**src/rtl/key_event_pkg.sv**
```systemverilog
// Shared types for the multi-channel key event detector:
// event-select modes, per-channel FSM states and a sizing helper.
package key_event_pkg;

  typedef enum logic [1:0] {
    MODE_RISE     = 2'b00,
    MODE_FALL     = 2'b01,
    MODE_BOTH     = 2'b10,
    MODE_RISE_RPT = 2'b11
  } mode_e;

  typedef enum logic [1:0] {
    IDLE_S = 2'b00,
    EDGE_S = 2'b01,
    HOLD_S = 2'b10,
    RPT_S  = 2'b11
  } state_e;

  function automatic int max2(int a, int b);
    return (a > b) ? a : b;
  endfunction

endpackage

```
**src/rtl/key_event_channel.sv**
```systemverilog
// One key: input synchroniser, integrating debouncer and
// press/hold/repeat FSM producing registered one-cycle pulses.
module key_event_channel
  import key_event_pkg::*;
#(
  parameter int SYNC_STAGES     = 2,
  parameter int DEBOUNCE_CYCLES = 16,
  parameter int HOLD_CYCLES     = 1000,
  parameter int REPEAT_CYCLES   = 200
) (
  input  logic clk,
  input  logic reset,
  input  logic raw,
  output logic pressed,
  output logic rise,
  output logic fall,
  output logic rpt
);

  localparam int DW = $clog2(DEBOUNCE_CYCLES + 1);
  localparam int CW = $clog2(max2(HOLD_CYCLES, REPEAT_CYCLES) + 1);
  localparam logic [DW-1:0] DB_LAST  = DW'(DEBOUNCE_CYCLES - 1);
  localparam logic [CW-1:0] HOLD_IDX = CW'(HOLD_CYCLES);
  localparam logic [CW-1:0] RPT_IDX  = CW'(REPEAT_CYCLES);

  logic [SYNC_STAGES-1:0] sync_q;
  logic [DW-1:0]          db_cnt;
  logic [CW-1:0]          hc;
  logic [CW-1:0]          hc_inc;
  logic                   sync;
  logic                   flip;
  state_e                 state;

  assign sync   = sync_q[SYNC_STAGES-1];
  assign flip   = (sync != pressed) && (db_cnt == DB_LAST);
  assign hc_inc = hc + 1'b1;

  always_ff @(posedge clk) begin
    if (reset) begin
      sync_q  <= '0;
      db_cnt  <= '0;
      hc      <= '0;
      pressed <= 1'b0;
      rise    <= 1'b0;
      fall    <= 1'b0;
      rpt     <= 1'b0;
      state   <= IDLE_S;
    end else begin
      sync_q <= SYNC_STAGES'({sync_q, raw});
      rise   <= 1'b0;
      fall   <= 1'b0;
      rpt    <= 1'b0;
      if (sync == pressed || flip) db_cnt <= '0;
      else                         db_cnt <= db_cnt + 1'b1;
      // A level flip outranks any repeat due in the same cycle.
      if (flip) begin
        pressed <= sync;
        hc      <= '0;
        if (sync) begin
          state <= EDGE_S;
          rise  <= 1'b1;
        end else begin
          state <= IDLE_S;
          fall  <= 1'b1;
        end
      end else begin
        unique case (state)
          EDGE_S, HOLD_S: begin
            if (hc_inc == HOLD_IDX) begin
              rpt <= 1'b1;
              if (REPEAT_CYCLES > 0) begin
                state <= RPT_S;
                hc    <= '0;
              end else begin
                state <= HOLD_S;
                hc    <= HOLD_IDX;
              end
            end else begin
              state <= HOLD_S;
              if (hc != HOLD_IDX) hc <= hc_inc;
            end
          end
          RPT_S: begin
            if (hc_inc == RPT_IDX) begin
              rpt <= 1'b1;
              hc  <= '0;
            end else begin
              hc <= hc_inc;
            end
          end
          default: state <= IDLE_S;
        endcase
      end
    end
  end

endmodule

```
**src/rtl/key_event_detector.sv**
```systemverilog
// Multi-channel keypad event block: per-channel detectors plus
// mode-selected event vector and its OR-reduction.
module key_event_detector
  import key_event_pkg::*;
#(
  parameter int CHANNELS        = 4,
  parameter int SYNC_STAGES     = 2,
  parameter int DEBOUNCE_CYCLES = 16,
  parameter int HOLD_CYCLES     = 1000,
  parameter int REPEAT_CYCLES   = 200
) (
  input  logic                clk_i,
  input  logic                reset_i,
  input  logic [CHANNELS-1:0] raw_i,
  input  logic [1:0]          edge_mode_i,
  output logic [CHANNELS-1:0] pressed_o,
  output logic [CHANNELS-1:0] rise_o,
  output logic [CHANNELS-1:0] fall_o,
  output logic [CHANNELS-1:0] repeat_o,
  output logic [CHANNELS-1:0] event_o,
  output logic                any_event_o
);

  for (genvar g = 0; g < CHANNELS; g++) begin : g_ch
    key_event_channel #(
      .SYNC_STAGES    (SYNC_STAGES),
      .DEBOUNCE_CYCLES(DEBOUNCE_CYCLES),
      .HOLD_CYCLES    (HOLD_CYCLES),
      .REPEAT_CYCLES  (REPEAT_CYCLES)
    ) u_ch (
      .clk    (clk_i),
      .reset  (reset_i),
      .raw    (raw_i[g]),
      .pressed(pressed_o[g]),
      .rise   (rise_o[g]),
      .fall   (fall_o[g]),
      .rpt    (repeat_o[g])
    );
  end

  always_comb begin
    event_o = '0;
    unique case (mode_e'(edge_mode_i))
      MODE_RISE:     event_o = rise_o;
      MODE_FALL:     event_o = fall_o;
      MODE_BOTH:     event_o = rise_o | fall_o;
      MODE_RISE_RPT: event_o = rise_o | repeat_o;
    endcase
  end

  assign any_event_o = |event_o;

endmodule

```
**config.mk**
```make
export PLATFORM = sky130hd
export DESIGN_NAME = key_event_detector
export DESIGN_NICKNAME = d
export VERILOG_FILES = /design/src/rtl/key_event_pkg.sv /design/src/rtl/key_event_channel.sv /design/src/rtl/key_event_detector.sv
export SDC_FILE = /design/constraint.sdc
export NUM_CORES = 1
export LEC_CHECK = 0
export BUFFER_PORTS_ARGS = -buffer_cell sky130_fd_sc_hd__buf_2
export CORE_UTILIZATION = 50
export DETAILED_ROUTE_END_ITERATION = 8
export HOLD_SLACK_MARGIN = 0.12
export PLACE_DENSITY = 0.71
export SLEW_MARGIN = 15
export SYNTH_ARGS = -nofsm -noshare
export SYNTH_HDL_FRONTEND = slang
export SYNTH_SLANG_ARGS = --single-unit
```
**constraint.sdc**
```tcl
create_clock -name clk_i -period 2.3 [get_ports clk_i]
set_input_delay 0.23 -clock clk_i [delete_from_list [all_inputs] [get_ports clk_i]]
set_output_delay 0.23 -clock clk_i [all_outputs]
set_load 0.03 [all_outputs]
```
## After elaboration in Yosys (flattened, before gate mapping)

Cells that the tools add are included.

| word-level totals | value |
|---|---|
| register bits after elaboration | 92 |
| output and inout bits | 21 |
| logic and storage cells | 180 |

| cells by class | value |
|---|---|
| add/sub/neg operators | 8 |
| eq/ne operators | 47 |
| multiplexer cells | 53 |
| bitwise gates (word level) | 6 |
| reductions and logical operators | 34 |

Operators by type and width:

| operator | number |
|---|---|
| 10-bit two-way mux | 12 |
| 10-bit one-hot mux with 2 select lines | 4 |
| 10-bit by 1-bit adder with 10-bit output (second input constant) | 4 |
| 10-bit == test (second input constant) | 4 |
| 10-bit by 8-bit == test with 1-bit output (second input constant) | 4 |
| 10-bit inequality test (second input constant) | 4 |
| 2-bit OR reduction | 16 |
| 1-bit two-way mux | 24 |
| 5-bit by 1-bit adder with 5-bit output (second input constant) | 4 |
| 2-bit == test (second input constant) | 10 |
| 5-bit by 4-bit == test with 1-bit output (second input constant) | 4 |
| 2-bit one-hot mux with 2 select lines | 4 |
| 4-bit one-hot mux with 4 select lines | 1 |
| 3-bit by 1-bit inequality test with 1-bit output (second input constant) | 4 |
| 2-bit by 1-bit == test with 1-bit output (second input constant) | 5 |
| 2-bit two-way mux | 4 |
| 2-bit by 1-bit inequality test with 1-bit output (second input constant) | 4 |
| 4-bit bitwise OR | 2 |
| 1-bit one-hot mux with 2 select lines | 4 |
| 2-bit AND reduction | 4 |
| 2-bit nonzero test | 4 |
| 1-bit == test | 4 |
| 1-bit logical AND | 4 |
| 1-bit logical OR | 4 |
| other kinds (4) | 10 |

## Longest topological paths before layout

Gate-level depths: netlist of run 1.

| depth | value |
|---|---|
| depth after elaboration | 5 |
| depth in mapped cells | 10 |

## Modules after synthesis

From an unflattened synthesis of run 1, not the netlist that was laid out.

| second synthesis, totals | value |
|---|---|
| cell total of the unflattened synthesis | 568 |
| area total of the unflattened synthesis | 4998.5 µm² |

By module, submodules not included:

| module | times used | cells each | area each (µm²) | sequential area each (µm²) |
|---|---|---|---|---|
| key_event_channel at g_ch[0].u_ch ... | 2 | 142 | 1258.7 | 460.4 |
| key_event_channel at g_ch[3].u_ch | 1 | 136 | 1197.4 | 460.4 |
| key_event_channel at g_ch[1].u_ch | 1 | 130 | 1159.9 | 460.4 |
| key_event_detector | 1 | 18 | 123.9 | 0.0 |

## Worst setup path before layout of run 1

OpenSTA, ideal clock, no wires.

| path | value |
|---|---|
| kind | register -> register |
| start point | register g_ch[0].u_ch.hc[0] |
| end point | register g_ch[0].u_ch.hc[1] |
| library setup time | 0.138 ns |
| arrival time | 1.892 ns |
| data required time | 2.162 ns |
| path slack | 0.270 ns |
| stages on the path, launching flop included | 9 |
| path buffers | 1 |
| clock period less this slack | 2.030 ns |
| cells stage by stage | dfxtp_1 ha_1 clkbuf_1 nand3b_1 nor4_1 nor3_1 or3_1 a21oi_1 o32ai_1 |

| on the way | value |
|---|---|
| word-level cells in the longest chain between the ends | 4 |
| elaborated cells between the ends (all ways) | 10 |

Ends and longest elaborated chain:

| item | line | text |
|---|---|---|
| start: declaration | key_event_channel.sv:28 | `logic [CW-1:0] hc;` |
| start signal: assignment | key_event_channel.sv:80 | `if (hc != HOLD_IDX) hc <= hc_inc;` |
| start signal: assignment | key_event_channel.sv:88 | `hc <= hc_inc;` |
| 10-bit by 1-bit adder with 10-bit output | key_event_channel.sv:36 | `assign hc_inc = hc + 1'b1;` |
| 10-bit by 8-bit == test with 1-bit output (tied with other cells) | key_event_channel.sv:84 | `if (hc_inc == RPT_IDX) begin` |
| 10-bit two-way mux (tied with other cells) | key_event_channel.sv:84 |  |
| 10-bit one-hot mux with 2 select lines / 2-bit AND reduction (equally long branches) | n/a |  |

Parallel ways exist; a longest one is shown, timed or not. The select of a mux whose other input is x is not followed.
A chain may end at the register's enable or synchronous reset.

## Worst setup path after layout of run 1

| path | value |
|---|---|
| start point | register g_ch[1].u_ch.hc[7] |
| end point | register g_ch[1].u_ch.hc[3] |

| on the way | value |
|---|---|
| word-level cells in the longest chain between the ends | 4 |
| elaborated cells between the ends (all ways) | 9 |

Ends and longest elaborated chain:

| item | line |
|---|---|
| start: declaration | key_event_channel.sv:28 |
| start signal: assignment | key_event_channel.sv:80 |
| start signal: assignment | key_event_channel.sv:88 |
| 10-bit by 1-bit adder with 10-bit output | key_event_channel.sv:36 |
| 10-bit by 8-bit == test with 1-bit output / 10-bit == test (equally long branches) | key_event_channel.sv:84, key_event_channel.sv:69 |
| 10-bit two-way mux (tied with other cells) | key_event_channel.sv:84 |
| 10-bit one-hot mux with 2 select lines / 2-bit AND reduction (equally long branches) | n/a |

Parallel ways exist; a longest one is shown, timed or not.

==> results_dict.tcl, run 1 <==
set metrics [dict create \
    timing.final.crit_share 0.925 \
    ys_seq_area_frac 0.353 \
    clock_latency_ns 0.36 \
    cts_tree "done" \
    arrival_ns 2.39 \
    fillerInstances 872 \
    power_w 0.00302 \
    syn_area_um2 5220 \
    hold_path.startpoint "reset_i" \
    first_pass_iters 5 \
    drive_above_1_share 0.133 \
    dp_hpwl_um 7750 \
    fin_skew_ns 0.00943 \
    ant_nets 0 \
    post-place-ws_ns 0.189 \
    cts_buffers 9 \
    synth_edf_count 0 \
    multi_input_area_um2 2960 \
    synth.distinct_cells 67 \
    io_pins 29 \
    drt_drc_violations_left 0 \
    fmax_mhz 470 \
    tightest_slew_ns 0.587 \
    clock_path_buffers 2 \
    grt-ovfl-total 0 \
    grt_pass1_wl_um 18300 \
    slew_headroom 0.603 \
    h-tree-depth 3 \
    min_path_type "in -> reg" \
    required_ns 2.56 \
    avgSynthCellArea_um2 8.41 \
    r2r-start "g_ch[1].u_ch.hc[7]" \
    cts_sinks 92 \
    n_antenna_cell 0 \
    peakVddDrop_v 0.000339 \
    antenna_found_initial 0 \
    min_period_ns 2.13 \
    worst-r2r-setup-slack_ns 0.17 \
    via_per_inst 5.84 \
    cpPeakStageDelay_ns 0.50 \
    final-hold-violation-count 0 \
    worstSetupPathType "reg -> reg" \
    clk_pin_slew_ns 0.10 \
    r2r_end "g_ch[1].u_ch.hc[3]" \
    whs_ns 0.347 \
    port_buffers 28 \
    cp_max_fo 9 \
    slew_viol_final 0 \
    yosys_warnings 0 \
    setup_viol 0 \
    synth.ff_latch_count 92 \
    crit_path_start_kind "flop" \
    path_cells "and4_1 -> xnor2_1 -> a31o_2 -> and3_1 -> o21a_1 -> a2111oi_2" \
    post_cts_buffers 0 \
    synth_nets 653 \
    min_to "g_ch[1].u_ch.sync_q[1]" \
    rr_worst_depth 6 \
    drv_cap 0 \
    grt_max_degree 31 \
    regArea_um2 1840 \
    die_h_um 104 \
    end_kind "flop" \
    crit_slowest_cell "dfxtp_1" \
    num_rows 36 \
    drt-total-wl_um 10800 \
    core_area_um2 9950 \
    drt_iter0_markers 147 \
    synthCells 621 \
    die-area_um2 10900 \
    finalWeightedCongestion 0.951 \
    power_density_nw_per_um2 542 \
    cp_top_family "compound AO/OA/AOI/OAI gates" \
    path_buf_inv 0 \
    holdPathStages 2 \
    cts_root_buf "clkbuf_8" \
    routedWlPerCell_um 14.1 \
    grt_pass1_vias 4018 \
    async_flop_share 0 \
    vias 4466 \
    setup_slack_ns 0.172 \
    ys.flop_type "dfxtp_1" \
    grtUsageTotal 0.204 \
    finalNetCount 659 \
    leakage_nw 2.04 \
    syn_to_final_growth_pct 6.93 \
    die_w_um 104 \
    start_util 0.525 \
    run_status "complete, no violations" \
]
==> stage by stage <==
step | instance area [um^2] | instances | utilization | TNS [ns]
after floorplan | 5220 | 621 | - | 0
after global placement | 5330 | 745 | 0.535 | 0
after detailed placement | 5330 | 745 | 0.535 | 0
after CTS | 5570 | 765 | 0.559 | 0
after global routing | 5580 | 765 | 0.561 | -0.00202
final | 5580 | 765 | 0.561 | 0
==> worst reg2reg max path, cell delays in order, from the launching register on <==
cell,delay [ns]
dfxtp_1,0.50
and4_1,0.36
xnor2_1,0.10
a31o_2,0.26
and3_1,0.18
o21a_1,0.26
a2111oi_2,0.37
==> per-layer routing <==
metal  track usage  vias to the layer above  share of wire
li1              -                     2263              -
met1         0.260                     2087           0.47
met2         0.343                      110           0.48
met3        0.0357                        6          0.043
met4        0.0755                        0         0.0066
met5             0                        -              0
==> cells in the mapped netlist, drive strengths merged (15+ instances only) <==
| library cell | instances | area [um^2] |
|---|---|---|
| nand4 | 17 | 113 |
| nor4 | 16 | 100 |
| nor3 | 15 | 80.1 |
| buf | 30 | 233 |
| a21oi | 27 | 135 |
| inv | 26 | 97.6 |
| o21ai | 26 | 134 |
| nand3 | 50 | 275 |
| xor2 | 19 | 166 |
| ha | 24 | 300 |
| nor2 | 57 | 214 |
| and3 | 20 | 125 |
| dfxtp | 92 | 1840 |
| clkbuf | 25 | 105 |
| nand2 | 37 | 139 |
==> report_power, final <==
| part | internal [W] | leakage [nW] | switching [W] |
|---|---|---|---|
| registers | 0.00163 | 0.746 | 0.0000764 |
| clock network | 0.000521 | 0.105 | 0.000620 |
| logic | 0.0000734 | 1.19 | 0.0000998 |
==> worst max path at each step <==
stage | from | to | depth (start not counted)
after detailed placement | g_ch[0].u_ch.hc[0] | g_ch[0].u_ch.hc[5] | 8
after CTS | g_ch[1].u_ch.hc[5] | g_ch[1].u_ch.hc[3] | 6
after global routing | g_ch[1].u_ch.hc[0] | g_ch[1].u_ch.hc[3] | 7
after global placement | g_ch[0].u_ch.hc[0] | g_ch[0].u_ch.hc[5] | 8
after floorplan | g_ch[0].u_ch.hc[0] | g_ch[0].u_ch.hc[1] | 8
final | g_ch[1].u_ch.hc[7] | g_ch[1].u_ch.hc[3] | 6
==> cell families (layout without fill, tap and decap cells) <==
family / Yosys count / in the layout / synth area share
AO/OA/AOI/OAI: 122 / 122 / 0.164
XOR/XNOR: 30 / 30 / 0.0503
adder cells (fa/ha/maj): 24 / 24 / 0.0575
buffers and inverters: 81 / 92 / 0.0834
flip-flops: 92 / 92 / 0.353
multiplexers: 7 / 7 / 0.0134
AND/OR/NAND/NOR: 265 / 265 / 0.279
==> cell type report <==
cell class,count,share of cell area
Multi-Input combinational cell,448,0.530
Sequential cell,92,0.330
Timing Repair Buffer,50,0.0565
Tap cell,133,0.0298
Clock buffer,9,0.0222
Inverter,26,0.0175
Clock inverter,7,0.0141
==> registers in the layout, indices dropped and copies added (netlist names) <==
| signal | flops |
|---|---|
| g_ch.u_ch.rise | 4 |
| g_ch.u_ch.rpt | 4 |
| g_ch.u_ch.state | 8 |
| g_ch.u_ch.fall | 4 |
| g_ch.u_ch.db_cnt | 20 |
| g_ch.u_ch.sync_q | 8 |
| g_ch.u_ch.pressed | 4 |
| g_ch.u_ch.hc | 40 |
==> placed cells by master, fill, tap and decap left out, types with 4 or more instances in the layout <==
| master | instances |
|---|---|
| o211ai_1 | 8 |
| and2_1 | 4 |
| nor2b_1 | 9 |
| ha_1 | 22 |
| inv_6 | 5 |
| o21ai_0 | 25 |
| a21oi_1 | 27 |
| xor2_1 | 19 |
| xnor2_1 | 11 |
| nor2_1 | 57 |
| nand4_1 | 16 |
| a21o_1 | 6 |
| or3_1 | 4 |
| o32ai_1 | 5 |
| nand2_1 | 37 |
| nor4_1 | 16 |
| a31oi_1 | 11 |
| dfxtp_1 | 90 |
| nand3b_1 | 4 |
| dlygate4sd3_1 | 4 |
| nand3_1 | 48 |
| nor3_1 | 14 |
| clkbuf_8 | 9 |
| inv_1 | 26 |
| mux2i_1 | 7 |
| and3_1 | 20 |
| buf_2 | 28 |
| nor4bb_1 | 9 |
| a211oi_1 | 5 |
| buf_4 | 18 |
==> timing repair <==
| item | CTS | global route |
|---|---|---|
| endpoints found under the hold margin | 4 | 0 |
| gates resized for setup | 0 | 6 |
| hold buffers | 4 | 0 |
| endpoints found under the setup margin | 0 | 6 |
Note: power is estimated with default switching activity, not from simulation.
==> inputs of run 2 (changes only) <==
--- a/config.mk
+++ b/config.mk
@@ -9,7 +9,7 @@
 export CORE_UTILIZATION = 50
 export DETAILED_ROUTE_END_ITERATION = 8
 export HOLD_SLACK_MARGIN = 0.12
-export PLACE_DENSITY = 0.71
+export PLACE_DENSITY = 0.67
 export SLEW_MARGIN = 15
 export SYNTH_ARGS = -nofsm -noshare
 export SYNTH_HDL_FRONTEND = slang
==> run 2 against run 1 <==
  * Worst hold slack got worse by 0.022 ns
  * Wire length grew 2.6%
  * Total power grew 4.4%
  * Global-route usage about the same
  * First-iteration DRC count up 3.4%
  * Largest cell class unchanged
  * Highest routed layer unchanged
  * Non-clock buffer count rose by 3
  * Die area stayed put
  * Sequential share of layout area is 0.38 points lower
  * Clock skew fell by 0.0026 ns
  * Final cell count rose by 0.39%
  * Critical path depth stayed put
==> results_dict.tcl, run 2 (synthesis gave the netlist of run 1 again) <==
set metrics [dict create \
    run_status "complete, no violations" \
    peakVddDrop_v 0.000363 \
    final-hold-violation-count 0 \
    h-tree-depth 3 \
    drt-total-wl_um 11100 \
    top_regs "g_ch.u_ch.hc: 40 flops, g_ch.u_ch.db_cnt: 20 flops" \
    grtUsageTotal 0.204 \
    finalWeightedCongestion 0.910 \
    worstSetupPathType "reg -> out" \
    die_h_um 104 \
    arrival_ns 1.93 \
    switching_share 0.243 \
    leakage_nw 2.08 \
    n_antenna_cell 0 \
    tightest_slew_ns 0.574 \
    ant_nets 0 \
    p_int_w 0.00239 \
    pwr-share-comb 0.060 \
    fillerInstances 905 \
    post_cts_buffers 0 \
    power_w 0.00316 \
    io_pins 29 \
    net-switching-power_w 0.000767 \
    cts_root_buf "clkbuf_8" \
    final_common_cell "dfxtp_1" \
    core_area_um2 9950 \
    via_per_inst 5.84 \
    timing.final.crit_share 0.938 \
    finalNetCount 662 \
    start_util 0.525 \
    vias 4486 \
    pwr-share-clk 0.400 \
    antenna_found_initial 0 \
    top_register "g_ch.u_ch.hc" \
    largest_register_ff_count 40 \
    first_pass_iters 5 \
    power_frac_seq 0.539 \
    syn_to_final_growth_pct 8.10 \
    die_w_um 104 \
    clock_latency_ns 0.37 \
    die-area_um2 10900 \
    slew_viol_final 0 \
    crit_path_start_kind "flop" \
    setup_slack_ns 0.143 \
    place_inst 748 \
    cp_max_fo 2 \
    grt_pass1_vias 3982 \
    cts_tree "done" \
    grt-ovfl-total 0 \
    power_density_nw_per_um2 559 \
    required_ns 2.07 \
    num_rows 36 \
    drive_above_1_share 0.135 \
    finish.utilization 0.567 \
    port_buffers 28 \
    drt_iter0_markers 152 \
    clock_path_buffers 2 \
    final_cell_mix "91 x dfxtp_1, 57 x nor2_1, 48 x nand3_1, 37 x nand2_1, 28 x buf_2" \
    min_path_type "in -> reg" \
    drt_drc_violations_left 0 \
    cts_sinks 92 \
    post-place-ws_ns 0.181 \
    slew_headroom 0.618 \
    grt_pass1_wl_um 18300 \
    fin_skew_ns 0.00684 \
    fmax_mhz 464 \
    min_period_ns 2.16 \
    layoutNonFillerInstCount 768 \
    setup_viol 0 \
    end_kind "output port" \
    grt_max_degree 31 \
    cts_buffers 9 \
    dp_hpwl_um 7990 \
    drv_cap 0 \
    routedWlPerCell_um 14.4 \
    clk_pin_slew_ns 0.09 \
]
run 2: stage by stage:
step / TNS (ns) / instance area [um^2] / hold slack [ns]
floorplan: 0 / 5220 / 0.358
global placement: 0 / 5350 / 0.423
detailed placement: 0 / 5350 / 0.435
CTS: 0 / 5620 / 0.304
global route: -0.00373 / 5640 / 0.363
finish: 0 / 5640 / 0.325
run 2: worst paths after layout:
check                                             from                      to  slack [ns]  cells after the start
worst min register to register  g_ch[0].u_ch.db_cnt[0]  g_ch[0].u_ch.db_cnt[0]        0.45                      1
worst min-delay path                           reset_i  g_ch[0].u_ch.sync_q[1]        0.32                      2
worst max register to register      g_ch[3].u_ch.hc[3]      g_ch[3].u_ch.hc[6]        0.19                      6
worst max-delay path                  g_ch[2].u_ch.rpt             any_event_o        0.14                      6
run 2: power by group through the flow:
stage               combinational (W)  sequential (W)  clock [W]
floorplan                    0.000183         0.00169          0
global placement             0.000179         0.00173          0
detailed placement           0.000185         0.00174          0
CTS                          0.000190         0.00170    0.00129
global route                 0.000211         0.00171    0.00135
finish                       0.000191         0.00170    0.00126
run 2: critical path: stages, from the launching register on:
cell and delay [ns]:
dfxtp_1 0.33, nor2_1 0.10, nand2_1 0.06, o211ai_1 0.09, o21ai_0 0.20, or4_1 0.58
buf_2 0.20
run 2: timing repair:
item / 4_1_cts / 5_1_grt
setup endpoints to repair: 0 / 9
hold buffers: 4 / 0
hold endpoints to repair: 4 / 0
resized for setup: 0 / 5
run 2: cell type report:
type	instances	area, um^2	area share
repair buffers	53	338	0.0599
flip-flops and latches	92	1840	0.327
clock buffers	11	151	0.0268
inverters	26	97.6	0.0173
multi-input cells	448	2970	0.525
clock inverters	5	82.6	0.0146
well taps	133	166	0.0295
run 2: layer usage:
metal / vias up / routed length [um] / global-route usage
met3: 11 / 436 / 0.0464
met4: 0 / 110 / 0.0541
met5: - / 0 / 0
li1: 2267 / - / -
met1: 2124 / 5460 / 0.270
met2: 84 / 5070 / 0.334
